**src/rtl/uart_rx_core.sv**
```systemverilog
// uart_rx_core: 8N1 UART receiver (LSB first, idle high) with a
// valid/ready byte output, frame-error and overrun pulses.
// Baud timing comes from an internal divider of the system clock.
module uart_rx_core #(
  parameter int CLK_FREQ = 50000000,
  parameter int BAUD     = 9600
) (
  input  logic       clk,
  input  logic       rst,
  input  logic       rx,
  output logic [7:0] rx_data,
  output logic       rx_valid,
  input  logic       rx_ready,
  output logic       frame_err,
  output logic       overrun,
  output logic       busy
);

  localparam int BAUD_DIV = CLK_FREQ / BAUD;
  localparam int HALF_DIV = BAUD_DIV / 2;
  localparam int CNT_W    = ($clog2(BAUD_DIV) > 13) ? $clog2(BAUD_DIV) : 13;
  localparam logic [CNT_W-1:0] BIT_LAST  = CNT_W'(BAUD_DIV - 1);
  localparam logic [CNT_W-1:0] HALF_LAST = CNT_W'(HALF_DIV - 1);

  typedef enum logic [1:0] {
    IDLE  = 2'd0,
    START = 2'd1,
    DATA  = 2'd2,
    STOP  = 2'd3
  } state_t;

  state_t           state_r;
  state_t           state_nxt_s;
  logic             sync1_r;
  logic             sync2_r;
  logic             hist_r;
  logic             rx_sync_s;
  logic             fall_s;
  logic [CNT_W-1:0] cnt_r;
  logic             cnt_clr_s;
  logic [2:0]       bit_idx_r;
  logic [2:0]       bit_idx_nxt_s;
  logic [7:0]       shift_r;
  logic [7:0]       shift_nxt_s;
  logic             deliver_s;
  logic             ferr_s;
  logic [7:0]       rx_data_r;
  logic             rx_valid_r;
  logic             frame_err_r;
  logic             overrun_r;
  logic             busy_r;

  assign rx_sync_s = sync2_r;
  assign fall_s    = hist_r & ~sync2_r;

  // Two-flop synchronizer on the raw line plus a history flop for edge detection.
  always_ff @(posedge clk or posedge rst) begin
    if (rst) begin
      sync1_r <= 1'b1;
      sync2_r <= 1'b1;
      hist_r  <= 1'b1;
    end else begin
      sync1_r <= rx;
      sync2_r <= sync1_r;
      hist_r  <= sync2_r;
    end
  end

  // Baud counter: restarts on every state entry and at every bit boundary.
  always_ff @(posedge clk or posedge rst) begin
    if (rst) begin
      cnt_r <= {CNT_W{1'b0}};
    end else if (cnt_clr_s) begin
      cnt_r <= {CNT_W{1'b0}};
    end else begin
      cnt_r <= cnt_r + CNT_W'(1);
    end
  end

  // Next-state, bit sampling and stop-bit decision.
  always_comb begin
    state_nxt_s   = state_r;
    cnt_clr_s     = 1'b0;
    bit_idx_nxt_s = bit_idx_r;
    shift_nxt_s   = shift_r;
    deliver_s     = 1'b0;
    ferr_s        = 1'b0;
    case (state_r)
      IDLE: begin
        cnt_clr_s = 1'b1;
        if (fall_s) begin
          state_nxt_s = START;
        end else begin
          state_nxt_s = IDLE;
        end
      end
      START: begin
        if (cnt_r == HALF_LAST) begin
          cnt_clr_s = 1'b1;
          if (!rx_sync_s) begin
            state_nxt_s   = DATA;
            bit_idx_nxt_s = 3'd0;
          end else begin
            state_nxt_s = IDLE;  // glitch shorter than half a bit
          end
        end else begin
          state_nxt_s = START;
        end
      end
      DATA: begin
        if (cnt_r == BIT_LAST) begin
          cnt_clr_s   = 1'b1;
          shift_nxt_s = {rx_sync_s, shift_r[7:1]};
          if (bit_idx_r == 3'd7) begin
            state_nxt_s   = STOP;
            bit_idx_nxt_s = 3'd0;
          end else begin
            state_nxt_s   = DATA;
            bit_idx_nxt_s = bit_idx_r + 3'd1;
          end
        end else begin
          state_nxt_s = DATA;
        end
      end
      STOP: begin
        if (cnt_r == BIT_LAST) begin
          // Return to IDLE mid stop bit so an adjacent start bit is caught.
          cnt_clr_s   = 1'b1;
          state_nxt_s = IDLE;
          if (rx_sync_s) begin
            deliver_s = 1'b1;
          end else begin
            ferr_s = 1'b1;
          end
        end else begin
          state_nxt_s = STOP;
        end
      end
      default: begin
        state_nxt_s = IDLE;
        cnt_clr_s   = 1'b1;
      end
    endcase
  end

  // FSM state, bit index, shift register and registered busy flag.
  always_ff @(posedge clk or posedge rst) begin
    if (rst) begin
      state_r   <= IDLE;
      bit_idx_r <= 3'd0;
      shift_r   <= 8'h00;
      busy_r    <= 1'b0;
    end else begin
      state_r   <= state_nxt_s;
      bit_idx_r <= bit_idx_nxt_s;
      shift_r   <= shift_nxt_s;
      busy_r    <= (state_nxt_s != IDLE);
    end
  end

  // Holding register with valid/ready handshake and one-cycle status pulses.
  always_ff @(posedge clk or posedge rst) begin
    if (rst) begin
      rx_data_r   <= 8'h00;
      rx_valid_r  <= 1'b0;
      frame_err_r <= 1'b0;
      overrun_r   <= 1'b0;
    end else begin
      frame_err_r <= ferr_s;
      overrun_r   <= 1'b0;
      if (deliver_s) begin
        if (!rx_valid_r || rx_ready) begin
          rx_data_r  <= shift_r;
          rx_valid_r <= 1'b1;
        end else begin
          overrun_r <= 1'b1;  // old byte kept, new one dropped
        end
      end else if (rx_valid_r && rx_ready) begin
        rx_valid_r <= 1'b0;
      end else begin
        rx_valid_r <= rx_valid_r;
      end
    end
  end

  assign rx_data   = rx_data_r;
  assign rx_valid  = rx_valid_r;
  assign frame_err = frame_err_r;
  assign overrun   = overrun_r;
  assign busy      = busy_r;

endmodule
```
**config.mk**
```make
export PLATFORM = sky130hd
export DESIGN_NAME = uart_rx_core
export DESIGN_NICKNAME = d
export VERILOG_FILES = /design/src/rtl/uart_rx_core.sv
export SDC_FILE = /design/constraint.sdc
export NUM_CORES = 1
export LEC_CHECK = 0
export BUFFER_PORTS_ARGS = -buffer_cell sky130_fd_sc_hd__buf_4
export CELL_PAD_IN_SITES_DETAIL_PLACEMENT = 2
export CELL_PAD_IN_SITES_GLOBAL_PLACEMENT = 2
export CORE_MARGIN = 4
export CORE_UTILIZATION = 39
export DETAILED_ROUTE_END_ITERATION = 7
export GPL_TIMING_DRIVEN = 0
export PLACE_DENSITY_LB_ADDON = 0.1
export RECOVER_POWER = 25
export SLEW_MARGIN = 20
export SYNTH_ARGS = -nofsm -noshare
export SYNTH_HDL_FRONTEND = slang
export SYNTH_SLANG_ARGS = --single-unit
export TNS_END_PERCENT = 50
```
**constraint.sdc**
```tcl
create_clock -name clk -period 3.1 [get_ports clk]
set_input_delay 0.465 -clock clk [delete_from_list [all_inputs] [get_ports clk]]
set_output_delay 0.465 -clock clk [all_outputs]
set_load 0.03 [all_outputs]
```
# ---- Word level (Yosys, flattened, before mapping)
# Cells that the tools add are included.
dict set report word_totals {
  inputBits 4
  wordCells 65
  n_memories 0
  latchBits 0
  output_inout_bits 12
  rom_bits 0
  ram_bits 0
  ff_bits 41
}
dict set report classes {
  n_lt_le_gt_ge 0
  n_mul 0
  n_shift 0
  n_mux 27
  add_sub_neg 2
  bitwise_logic 2
  reduce_logical 12
  n_div 0
  eq_ne 10
}
# op n
set ops {}
lappend ops {{2-to-1 mux 1 bit} 15}
lappend ops {{adder 13 x 1 -> 13 bit (second input constant)} 1}
lappend ops {{== test 13 x 12 -> 1 bit (second input constant)} 1}
lappend ops {{== test 13 bit (second input constant)} 1}
lappend ops {{2-to-1 mux 13 bit} 1}
lappend ops {{2-to-1 mux 3 bit} 4}
lappend ops {{2-to-1 mux 2 bit} 4}
lappend ops {{case mux 2 bit (4 select lines)} 1}
lappend ops {{inequality test 2 bit (second input constant)} 3}
lappend ops {{case mux 3 bit (2 select lines)} 1}
lappend ops {{AND reduction 2 bit} 3}
lappend ops {{nonzero test 2 bit} 3}
lappend ops {{== test 2 bit (second input constant)} 2}
lappend ops {{AND reduction 4 bit} 1}
lappend ops {{adder 3 x 1 -> 3 bit (second input constant)} 1}
lappend ops {{== test 3 bit (second input constant)} 1}
lappend ops {{case mux 1 bit (3 select lines)} 1}
lappend ops {{== test 2 x 1 -> 1 bit (second input constant)} 1}
lappend ops {{zero test 2 bit} 1}
lappend ops {{inequality test 2 x 1 -> 1 bit (second input constant)} 1}
lappend ops {{OR reduction 2 bit} 1}
lappend ops {{AND 1 bit} 1}
lappend ops {{logical AND 1 bit} 1}
lappend ops {{zero test 1 bit} 1}
lappend ops {{other kinds (2)} 2}

# ---- Logic depth before layout (Yosys ltp)
dict set report logic_depth {
  word_depth 5
  mapped_depth 7
  mapped_depth_nobuf 5
}

# ---- Worst setup path before layout
# No wires, ideal clock.
dict set report synth_timing {
  kind {register to register}
  start {register cnt_r[11]}
  end {register rx_data_r[0], in the netlist rx_data[0]}
  arrival_ps 2336
  setup_slack_ps 639
  path_buffers 2
  setup_ps 125
  period_less_slack_ps 2461
  required_time_ps 2975
  stages_incl_launch_ff 7
  cell_sequence {dfrtp_1 -> or3_1 -> or4_1 -> buf_2 -> or4b_4 -> buf_6 -> mux2_4}
}
dict set report synth_via {
  elab_chain_len 4
}
# item line_no
set synth_rtl {}
lappend synth_rtl {{start: declaration} 39} ;# logic [CNT_W-1:0] cnt_r;
lappend synth_rtl {{start signal: assignment} 72} ;# cnt_r <= {CNT_W{1'b0}};
lappend synth_rtl {{start signal: assignment} 74} ;# cnt_r <= {CNT_W{1'b0}};
lappend synth_rtl {{start signal: assignment} 76} ;# cnt_r <= cnt_r + CNT_W'(1);
lappend synth_rtl {{== test 13 bit} 126} ;# if (cnt_r == BIT_LAST) begin
lappend synth_rtl {{2-to-1 mux 1 bit} 126}
lappend synth_rtl {{2-to-1 mux 1 bit} 88} ;# case (state_r)
lappend synth_rtl {{AND reduction 2 bit (no line)} -}
lappend synth_rtl {{end signal: assignment} 173} ;# rx_data_r <= shift_r;
lappend synth_rtl {{end: declaration} 47} ;# logic [7:0] rx_data_r;
# No other way between the ends.
# A chain may end at the register's enable or synchronous reset.

# ---- Final worst setup path
dict set report layout_timing {
  start {register cnt_r[11]}
  end {register rx_data_r[4], in the netlist rx_data[4]}
}
# Same word-level chain as after synthesis.

==> flow_metrics.tcl <==
set metrics [dict create \
    grt_max_degree 30 \
    slew_viol_final 30 \
    port-buffer-count 15 \
    r2r-start "cnt_r[11]" \
    worst_slack_ns 0.473 \
    place.gp.congestion 0.778 \
    core_um2 4440 \
    rrSetupSlack_ns 0.47 \
    dp_slack_ns 0.462 \
    cts_tree "yes" \
    critPathKind "flip-flop to flip-flop" \
    nNetsFinal 183 \
    postCtsHoldBufs 0 \
    synth_area_leaders "dfrtp_1 52%, mux2_2 6.8%, mux2_4 6.6%" \
    clock-sinks 41 \
    clock_skew_ns 0.00624 \
    start_util 0.412 \
    drive_gt1_frac 0.271 \
    synth_top_cell_area_share 0.520 \
    grt_pass1_wl_mm 7.12 \
    clk_latency_ns 0.29 \
    io_pins 16 \
    min_path_type "input pin to async pin" \
    r2r_end "rx_data[4]" \
    max_slew.worst_pin.slew_ns 1.54 \
    fin_crit_ns 2.63 \
    setup_violations 0 \
    final_util 0.479 \
    drtIter0Drc 58 \
    grt-ovfl-total 0 \
    arrival_ns 2.80 \
    status "complete, but fails checks" \
    p_leak_nw 1.00 \
    peakVddDrop_v 0.000339 \
    cp-start-kind "flip-flop" \
    place_hpwl_mm 3.06 \
    ys_top_cells_by_count "38 x dfrtp_1, 19 x nor2_1, 11 x mux2_2" \
    cts_resized 0 \
    clockRootBuffer "clkbuf_8" \
    dieWidth_um 76.5 \
    cts.path.max_buffers 2 \
    dpl_cell_area_um2 2030 \
    synth_most_common_cell "dfrtp_1" \
    dr.pass1.iters 4 \
    required_ns 3.27 \
    finalSetupTns_ns 0 \
    ff2ff_path_depth 6 \
    end_kind "flip-flop" \
    area_growth_pct 16.5 \
    relSlewSlack -0.0256 \
    violations "max-capacitance violations, max-slew violations" \
    die_y_um 76.5 \
    yosys_warnings 0 \
    grt_pass1_vias 1391 \
    ys_async_sr_fraction 1.00 \
    post_cts_buffers 0 \
    synth_ff_type "dfrtp_1" \
    cts_made_buffers 5 \
    avgRoutedWirePerCell_um 17.5 \
    rows 24 \
    synth_top_area_cell "dfrtp_1" \
    power.density_nw_per_um2 562 \
    wirelength_mm 4.00 \
    drcViolationCount 0 \
    synth_edf_count 0 \
    drv_cap 1 \
    period_share 0.847 \
    synth_nets 160 \
    seq_area_frac_synth 0.563 \
    ys_ff_latch 41 \
    rsz0062_at_grt "no" \
    synth_cells 153 \
    postSynthAreaPerCell_um2 12.0 \
    finalHoldViolCount 0 \
    nFillCells 459 \
    die-area_um2 5850 \
    viasPerCell 5.31 \
    antenna_cells 0 \
    startpoint "cnt_r[11]" \
    gr-usage-all-layers 0.153 \
    synth_cell_type_count 33 \
    max_freq_ghz 0.381 \
    h-tree-depth 2 \
    register_area_um2 1030 \
    antenna_found_initial 0 \
    vias 1216 \
    synthesis.area_um2 1830 \
    multiInputGateArea_um2 742 \
    clkTransAtPathRegs_ns 0.08 \
    ant_nets 0 \
    design_area_um2 2130 \
    path_max_fanout 10 \
    crit_end "rx_data[4]" \
]
## per-layer routing
layer  vias to the layer above  part of all wire  GRT usage
li1                        571                 -          -
met1                       624              0.42      0.179
met2                        16              0.54      0.274
met3                         5             0.031     0.0378
met4                         0             0.011     0.0489
met5                         -                 0          0
## area by class of cell
cell class	instances	area share
buffer	7	0.0164
clock buffer	6	0.0388
clock inverter	2	0.0176
inverter	6	0.0106
multi-input combinational	99	0.348
sequential	41	0.483
tap	52	0.0305
timing repair buffer	16	0.0546
## logic make-up after synthesis
logic type      Yosys count  synth area share
mux                      19             0.133
buf+inv                  13            0.0315
flops                    41             0.563
fa+ha+maj                 3            0.0205
compound gates            7            0.0246
simple gates             59             0.174
xor+xnor                 11            0.0527
## placed cells by master, fill, tap and decap left out, types with 3 or more instances in the layout
| cell type | count |
|---|---|
| dfstp_2 | 3 |
| clkbuf_1 | 6 |
| nand4_1 | 3 |
| inv_1 | 6 |
| dfrtp_1 | 38 |
| mux2_4 | 8 |
| nor2_1 | 19 |
| mux2_2 | 11 |
| clkbuf_8 | 6 |
| ha_1 | 3 |
| buf_4 | 13 |
| nor3_1 | 5 |
| xnor2_1 | 8 |
| xor2_1 | 3 |
| nand3_1 | 9 |
| nand2b_1 | 3 |
| or3_1 | 3 |
| nand2_1 | 5 |
## sequential cells by signal (all words and copies together), names as in the netlist
register	cells
rx_valid	1
bit_idx_r	3
state_r	2
cnt_r	13
shift_r	8
rx_sync_s	1
frame_err	1
busy	1
sync1_r	1
hist_r	1
rx_data	8
overrun	1
## how the worst min path moves through the flow
stage	endpoint	depth (start not counted)	slack (ns)	start
after floorplan	rx_sync_s	0	0.35	sync1_r
after global placement	rx_sync_s	0	0.35	sync1_r
after detailed placement	rx_sync_s	0	0.35	sync1_r
after CTS	cnt_r[10]	2	0.12	rst
after global routing	cnt_r[9]	2	0.22	rst
final	cnt_r[9]	2	0.19	rst
## worst max-delay path: stages (launching register included)
cell	delay [ns]
dfrtp_1	0.43
or3_1	0.38
or4_1	0.51
buf_2	0.20
or4b_4	0.53
buf_6	0.17
mux2_4	0.31
## per-stage QoR
step                      power (W)  hold WS, ns  instances
after floorplan            0.000719        0.345        153
after global placement     0.000755        0.351        220
after detailed placement   0.000773        0.350        221
after CTS                   0.00122        0.121        229
after global routing        0.00127        0.219        229
final                       0.00120        0.192        229
## power by group
| group | internal, W | switching, W | total, W |
|---|---|---|---|
| Clock | 0.000262 | 0.000180 | 0.000442 |
| Combinational | 0.0000563 | 0.0000905 | 0.000147 |
| Sequential | 0.000573 | 0.0000350 | 0.000608 |
Note: power is estimated with default switching activity, not from simulation.
